### src/rtl/lpf_capture.sv
// lpf_capture: skip settling samples, capture N filter samples into RAM, track min/max, read back in order
module lpf_capture #(
    parameter int DW    = 8,
    parameter int DEPTH = 128,
    parameter int AW    = 7,
    parameter int SKIP  = 16
) (
    input  logic          clk,
    input  logic          rst,
    input  logic [DW-1:0] in_dat,
    input  logic          in_en,
    input  logic          start,
    input  logic [AW:0]   num,
    input  logic          rd_en,
    output logic [DW-1:0] rd_dat,
    output logic          rd_vld,
    output logic          rd_last,
    output logic          busy,
    output logic          done,
    output logic [AW:0]   cap_cnt,
    output logic [DW-1:0] min_dat,
    output logic [DW-1:0] max_dat
);
    localparam logic [1:0] ST_IDLE = 2'd0;
    localparam logic [1:0] ST_SKIP = 2'd1;
    localparam logic [1:0] ST_CAP  = 2'd2;
    localparam logic [1:0] ST_DONE = 2'd3;
    localparam int SW = (SKIP > 0) ? $clog2(SKIP + 1) : 1;

    logic [1:0]    state;
    logic [AW:0]   n_tgt;
    logic [AW-1:0] rd_ptr;
    logic [SW-1:0] skip_cnt;
    logic [DW-1:0] mem [DEPTH];
    logic          idle_or_done;
    logic [AW:0]   num_clamp;

    assign idle_or_done = (state == ST_IDLE) || (state == ST_DONE);
    assign num_clamp    = (num == '0 || num > (AW+1)'(DEPTH)) ? (AW+1)'(DEPTH) : num;
    assign busy         = (state == ST_SKIP) || (state == ST_CAP);
    assign done         = (state == ST_DONE);

    // capture RAM write port, never cleared by reset
    always_ff @(posedge clk)
        if (rst && state == ST_CAP && in_en)
            mem[cap_cnt[AW-1:0]] <= in_dat;

    // control FSM, statistics and read-back port
    always_ff @(posedge clk) begin
        if (!rst) begin
            state    <= ST_IDLE;
            n_tgt    <= '0;
            rd_ptr   <= '0;
            skip_cnt <= '0;
            cap_cnt  <= '0;
            rd_dat   <= '0;
            rd_vld   <= 1'b0;
            rd_last  <= 1'b0;
            min_dat  <= '1;
            max_dat  <= '0;
        end else begin
            rd_vld  <= 1'b0;
            rd_last <= 1'b0;
            if (idle_or_done && start) begin
                n_tgt    <= num_clamp;
                cap_cnt  <= '0;
                skip_cnt <= '0;
                rd_ptr   <= '0;
                min_dat  <= '1;
                max_dat  <= '0;
                state    <= (SKIP == 0) ? ST_CAP : ST_SKIP;
            end else if (state == ST_SKIP && in_en) begin
                skip_cnt <= skip_cnt + 1'b1;
                if (skip_cnt == SW'(SKIP - 1))
                    state <= ST_CAP;
            end else if (state == ST_CAP && in_en) begin
                cap_cnt <= cap_cnt + 1'b1;
                min_dat <= (in_dat < min_dat) ? in_dat : min_dat;
                max_dat <= (in_dat > max_dat) ? in_dat : max_dat;
                if (cap_cnt + 1'b1 == n_tgt)
                    state <= ST_DONE;
            end else if (state == ST_DONE && rd_en) begin
                rd_dat  <= mem[rd_ptr];
                rd_vld  <= 1'b1;
                rd_last <= ({1'b0, rd_ptr} == n_tgt - 1'b1);
                rd_ptr  <= ({1'b0, rd_ptr} == n_tgt - 1'b1) ? '0 : rd_ptr + 1'b1;
            end
        end
    end
endmodule

### config.mk
export PLATFORM = sky130hd
export DESIGN_NAME = lpf_capture
export DESIGN_NICKNAME = d
export VERILOG_FILES = /design/src/rtl/lpf_capture.sv
export SDC_FILE = /design/constraint.sdc
export NUM_CORES = 1
export LEC_CHECK = 0
export CORE_UTILIZATION = 50
export DETAILED_ROUTE_END_ITERATION = 16
export PLACE_DENSITY = 0.79
export SKIP_CTS_REPAIR_TIMING = 1
export SLEW_MARGIN = 20
export SYNTH_ARGS = -nofsm -noshare
export SYNTH_HDL_FRONTEND = slang
export SYNTH_SLANG_ARGS = --single-unit
### constraint.sdc
create_clock -name clk -period 2.66 [get_ports clk]
set_clock_uncertainty 0.1 [all_clocks]
set_input_delay 0.798 -clock clk [delete_from_list [all_inputs] [get_ports clk]]
set_output_delay 0.798 -clock clk [all_outputs]
set_load 0.01 [all_outputs]
Word level (Yosys, flattened, before mapping)

Memory sizes are Yosys's and may differ from the RTL's. A register that Yosys moved wholly into a read port is not among the register bits.
Index checks and enable logic that the tools add are counted.

Register bits: 48
Bits in latches: 0
RAM bits: 1024
ROM bits: 0
Input bits: 21
Word-level logic and storage cells: 67
Memories kept: 1

Add/sub/neg operators: 4
Multiply operators: 0
Div/mod/pow operators: 0
$lt $le $gt $ge: 3
Equal/unequal tests: 8
Shift-type cells: 0
Multiplexer cells: 10
Bitwise gates (word level): 5
Reduce and logical (&&, ||, !) cells: 26

Memories:

| name | words | bits a word | read ports | clocked after Yosys merged registers in | write ports | RTL line | RTL |
|---|---|---|---|---|---|---|---|
| mem  | 128   | 8           | 1          | 1                                       | 1           | 34       | `logic [DW-1:0] mem [DEPTH];` |

Operators with widths:

| operator                                             | number |
|---|---|
| AND reduction 3 bit                                  | 5 |
| adder 8 x 1 -> 8 bit (second input constant)         | 1 |
| equality test 7 x 8 -> 1 bit                         | 1 |
| equality test 8 bit                                  | 1 |
| > comparator 8 bit                                   | 1 |
| > comparator 8 bit (second input constant)           | 1 |
| logical NOT 8 bit                                    | 1 |
| < comparator 8 bit                                   | 1 |
| 2-to-1 mux 2 bit                                     | 4 |
| 2-to-1 mux 8 bit                                     | 1 |
| subtractor 8 x 1 -> 8 bit (second input constant)    | 1 |
| adder 7 x 1 -> 7 bit (second input constant)         | 1 |
| 2-to-1 mux 7 bit                                     | 1 |
| logical AND 1 bit                                    | 6 |
| nonzero test 3 bit                                   | 2 |
| adder 5 x 1 -> 5 bit (second input constant)         | 1 |
| equality test 5 x 4 -> 1 bit (second input constant) | 1 |
| NOT 1 bit                                            | 5 |
| OR reduction 5 bit                                   | 1 |
| equality test 2 bit (second input constant)          | 2 |
| 2-to-1 mux 1 bit                                     | 4 |
| AND reduction 4 bit                                  | 1 |
| nonzero test 2 bit                                   | 2 |
| OR reduction 4 bit                                   | 1 |
| other kinds (8)                                      | 10 |

Longest topological paths before layout

Word-level depth: 6
Mapped depth: 12
Depth with buffers taken out: 9

Worst setup path after synthesis

No wires, ideal clock.

Path kind: input to register
From: in rst
To: mem mem[80][0], enable pin
Data arrival time: 2.276 ns
Path slack: -0.110 ns
Cell stages on the path: 5
Path through: clkinv_1 -> nor2_1 -> and2_1 -> nand2_1 -> nor4_1

Word-level cells in the longest chain between the ends: 4

Ends and longest elaborated chain:

| item                                   | RTL line | RTL |
|---|---|---|
| start: declaration                     | 9        | `input logic rst,` |
| logical AND 1 bit (2 in series)        | 45       | `if (rst && state == ST_CAP && in_en)` |
| 2-to-1 mux 1 bit                       | 45       |  |
| 2-to-1 mux 1 bit (not written as such) | 46       | `mem[cap_cnt[AW-1:0]] <= in_dat;` |
| end: declaration                       | 34       |  |

Every way passes these cells.

==> impl_results.md <==
- Outcome: finished with violations
- Failing checks: negative setup slack
- GPL Wtd Cong: 0.9323
- Area leader, netlist: edfxtp_1
- Clock Sink Count: 1080
- Met2 wire len: 52060 µm
- Post-synth top flop: edfxtp_1
- Hold path start: cap_cnt[1]
- Switching pwr: 6.630 mW
- IO buf count: 56
- Minimum clock period: 2.746 ns
- Post-synth EDFFs: 1024
- Uppermost layer routed: met5
- Initial DRC Count: 2889
- Area contributors post-synth: edfxtp_1 (71%), mux4_2 (7.2%), mux2i_1 (6.6%), dfxtp_1 (2.6%), nor2_1 (1.6%)
- Reg2reg path depth: 10
- Fraction of registers with async set/reset: 0
- Core Area: 85410 µm²
- DRT Wirelength: 109400 µm
- Pwr dens: 654.4 nW/µm²
- Initial antenna violation count: 2
- Clock Power Share: 0.426
- First-pass GRT wire length: 160700 µm
- Yosys warnings: 0
- Syn Nets: 2460
- Drt via density: 6.155
- I/O Pins: 57
- Metal-1 WL: 40520 µm
- Critical-path cell list: buf_12 -> buf_12 -> buf_12 -> buf_6 -> mux4_2 -> a21oi_1 -> buf_4 -> o22ai_1 -> a311oi_1 -> a221oi_1
- CTS clk-pin slew, worst paths: 0.06 ns
- Critical path endpoint category: flip-flop
- FP Rows: 107
- Crit path max-delay cell type: mux4_2
- Cell with the most instances after synthesis: edfxtp_1
- # DRC: 0
- Layout area overhead: 17.44%
- CP top delay family: compound AO/OA/AOI/OAI gates
- Clk buf depth: 3
- Peak VDD IR: 0.5124 mV
- Synth top area share: 0.7106
- CP Buf/Inv Count: 5
- Worst R2R Setup Slack: -0.09 ns
- WHS: 0.4183 ns
- Share of layout cells above drive strength 1: 0.2384
- Final max-slew violation count: 0
- HPWL after DPL: 69330 µm
- CP dominant cell by count: buf_12
- Post-DR wirelength/cell: 27.29 µm
- Crit-path max cell delay: 0.53 ns
- Nets: 2821
- Worst Hold End: cap_cnt[1]
- Die Width: 296.2 µm
- Routed met3 length: 11640 µm
- Sequential share of the synthesized area: 0.7365
- Slew Limit Headroom: 0.3798
- Max-Cap Viols: 0
- Starting Density: 0.5066
- Worst endpoint data arrival time: 3.17 ns
- Routed via count: 24676
- Hold path depth: 2
- DR pass1 iterations: 6
- Antenna-violating nets left: 0
- CTS tree: done
- CTS root buffer: clkbuf_16
- Critical Path RT: 3.09 ns
- Tcrit/Tclk final: 1.032
- Synth cell count leaders: edfxtp_1 (1024), mux2i_1 (287), nor2_1 (183), mux4_2 (139), nand2_1 (84)
- Setup crit start kind: flip-flop
- Part of the power in registers: 0.559
- Post-Syn Area: 43270 µm²
- Class of the worst hold path: flip-flop to flip-flop
- Yosys cell types: 64
- Switching share of total power: 0.1994
- Syn Area/Cell: 17.91 µm²
- Critical Path Start: rd_ptr[0]
- Vias in the first global route: 25044
- CP Class: flip-flop to flip-flop
- Pin count of the biggest net entering global routing: 131
- Skew-Pair Late Insertion Delay: 0.68 ns
- H-tree Lvls: 3
- Leak: 16.16 nW
- RSZ-0062 raised after global routing: yes
- Ant diodes: 0
- Synth Register Bits: 1080
- Critical R2R Launch: rd_ptr[0]
- Fmax: 364.2 MHz
- Final Util: 0.5950
- Critical path fanouts, max: 9
- Gr usage total: 0.2517
- Post-Synthesis Cells: 2416
- Die Y: 296.2 µm
- Die ar.: 87730 µm²
- Setup ws final: -0.08590 ns
- Internal power: 26.63 mW
- Worst-Margin Slew: 0.9303 ns
- Worst R2R End: rd_dat[7]
- Final Hold Fails: 0
- Logic gate share of total power: 0.015
- Gr ovfl total: 0
- Total CTS buffers: 103
- Final setup viols: 6
==> routing by layer <==
metal  vias to the layer above  track usage
met2                      1555       0.3967
met1                     12439       0.3404
li1                      10385            -
met3                       293      0.05164
met5                         -            0
met4                         4       0.1114
==> kinds of logic after synthesis <==
| kind of cell | after synthesis | synth area share |
|---|---|---|
| flip-flops | 1080 | 0.7365 |
| multiplexers | 439 | 0.1442 |
| AND/OR/NAND/NOR | 386 | 0.03984 |
| AO/OA/AOI/OAI | 291 | 0.04447 |
| buffers and inverters | 166 | 0.02206 |
| XOR/XNOR | 31 | 0.006274 |
| adder cells (fa/ha/maj) | 23 | 0.006650 |
==> cell usage in the layout, fill, tap and decap left out, drive strengths merged, types with 15 or more instances in the layout <==
master / count
a21oi: 71
a211oi: 19
clkinv: 53
mux4: 145
xnor2: 16
o21ai: 41
xor2: 15
nor2: 184
ha: 23
o22ai: 48
a22oi: 46
nand3: 41
dfxtp: 56
inv: 28
clkdlybuf4s50: 42
clkbuf: 130
mux2i: 287
edfxtp: 1024
buf: 347
nand2: 85
==> worst max-delay path by stage <==
| stage | end | cells past startpoint |
|---|---|---|
| after floorplan | mem[25][0] | 5 |
| after global placement | mem[83][3] | 7 |
| after detailed placement | rd_dat[2] | 9 |
| after CTS | busy | 4 |
| after global routing | rd_dat[7] | 10 |
| final | rd_dat[7] | 10 |
==> final cells by class <==
| type | count | area (µm²) |
|---|---|---|
| clock buffers | 129 | 2749 |
| clock inverters | 64 | 509.2 |
| fillers | 6016 | 34590 |
| inverters | 26 | 97.59 |
| multi-input cells | 1170 | 10540 |
| flip-flops and latches | 1080 | 31900 |
| well taps | 1144 | 1431 |
| repair buffers | 396 | 3592 |
==> state kept, by name, indices dropped and copies added, names as in the netlist <==
name	count
rd_vld	1
rd_ptr	7
max_dat	8
n_tgt	8
cap_cnt	8
min_dat	8
state	2
rd_last	1
skip_cnt	5
rd_dat	8
mem	1024
==> through the flow <==
step	TNS [ns]	power [mW]	area, µm²	instances	setup slack [ns]
after floorplan	-1.646	19.07	43290	2416	-0.02073
after global placement	-226.81	19.43	47300	3807	-0.3684
after detailed placement	-283.84	19.46	47300	3807	-0.4565
after CTS	-3.490	33.36	50560	4000	-0.3430
after global routing	-0.2551	34.06	50820	4009	-0.1047
final	-0.2149	33.26	50820	4009	-0.08590
==> power groups by stage <==
stage               logic (mW)  registers (mW)  clock network, mW
floorplan                0.107            19.0                  0
global placement         0.467            19.0                  0
detailed placement       0.497            19.0                  0
CTS                      0.499            18.6               14.3
global route             0.529            18.6               14.9
finish                   0.498            18.6               14.2
==> worst min-delay path, cell delays in order, from the launching register on <==
cell	delay, ns
dfxtp_2	0.35
nand2_1	0.07
a21oi_1	0.06
(Power assumes the default switching activity.)
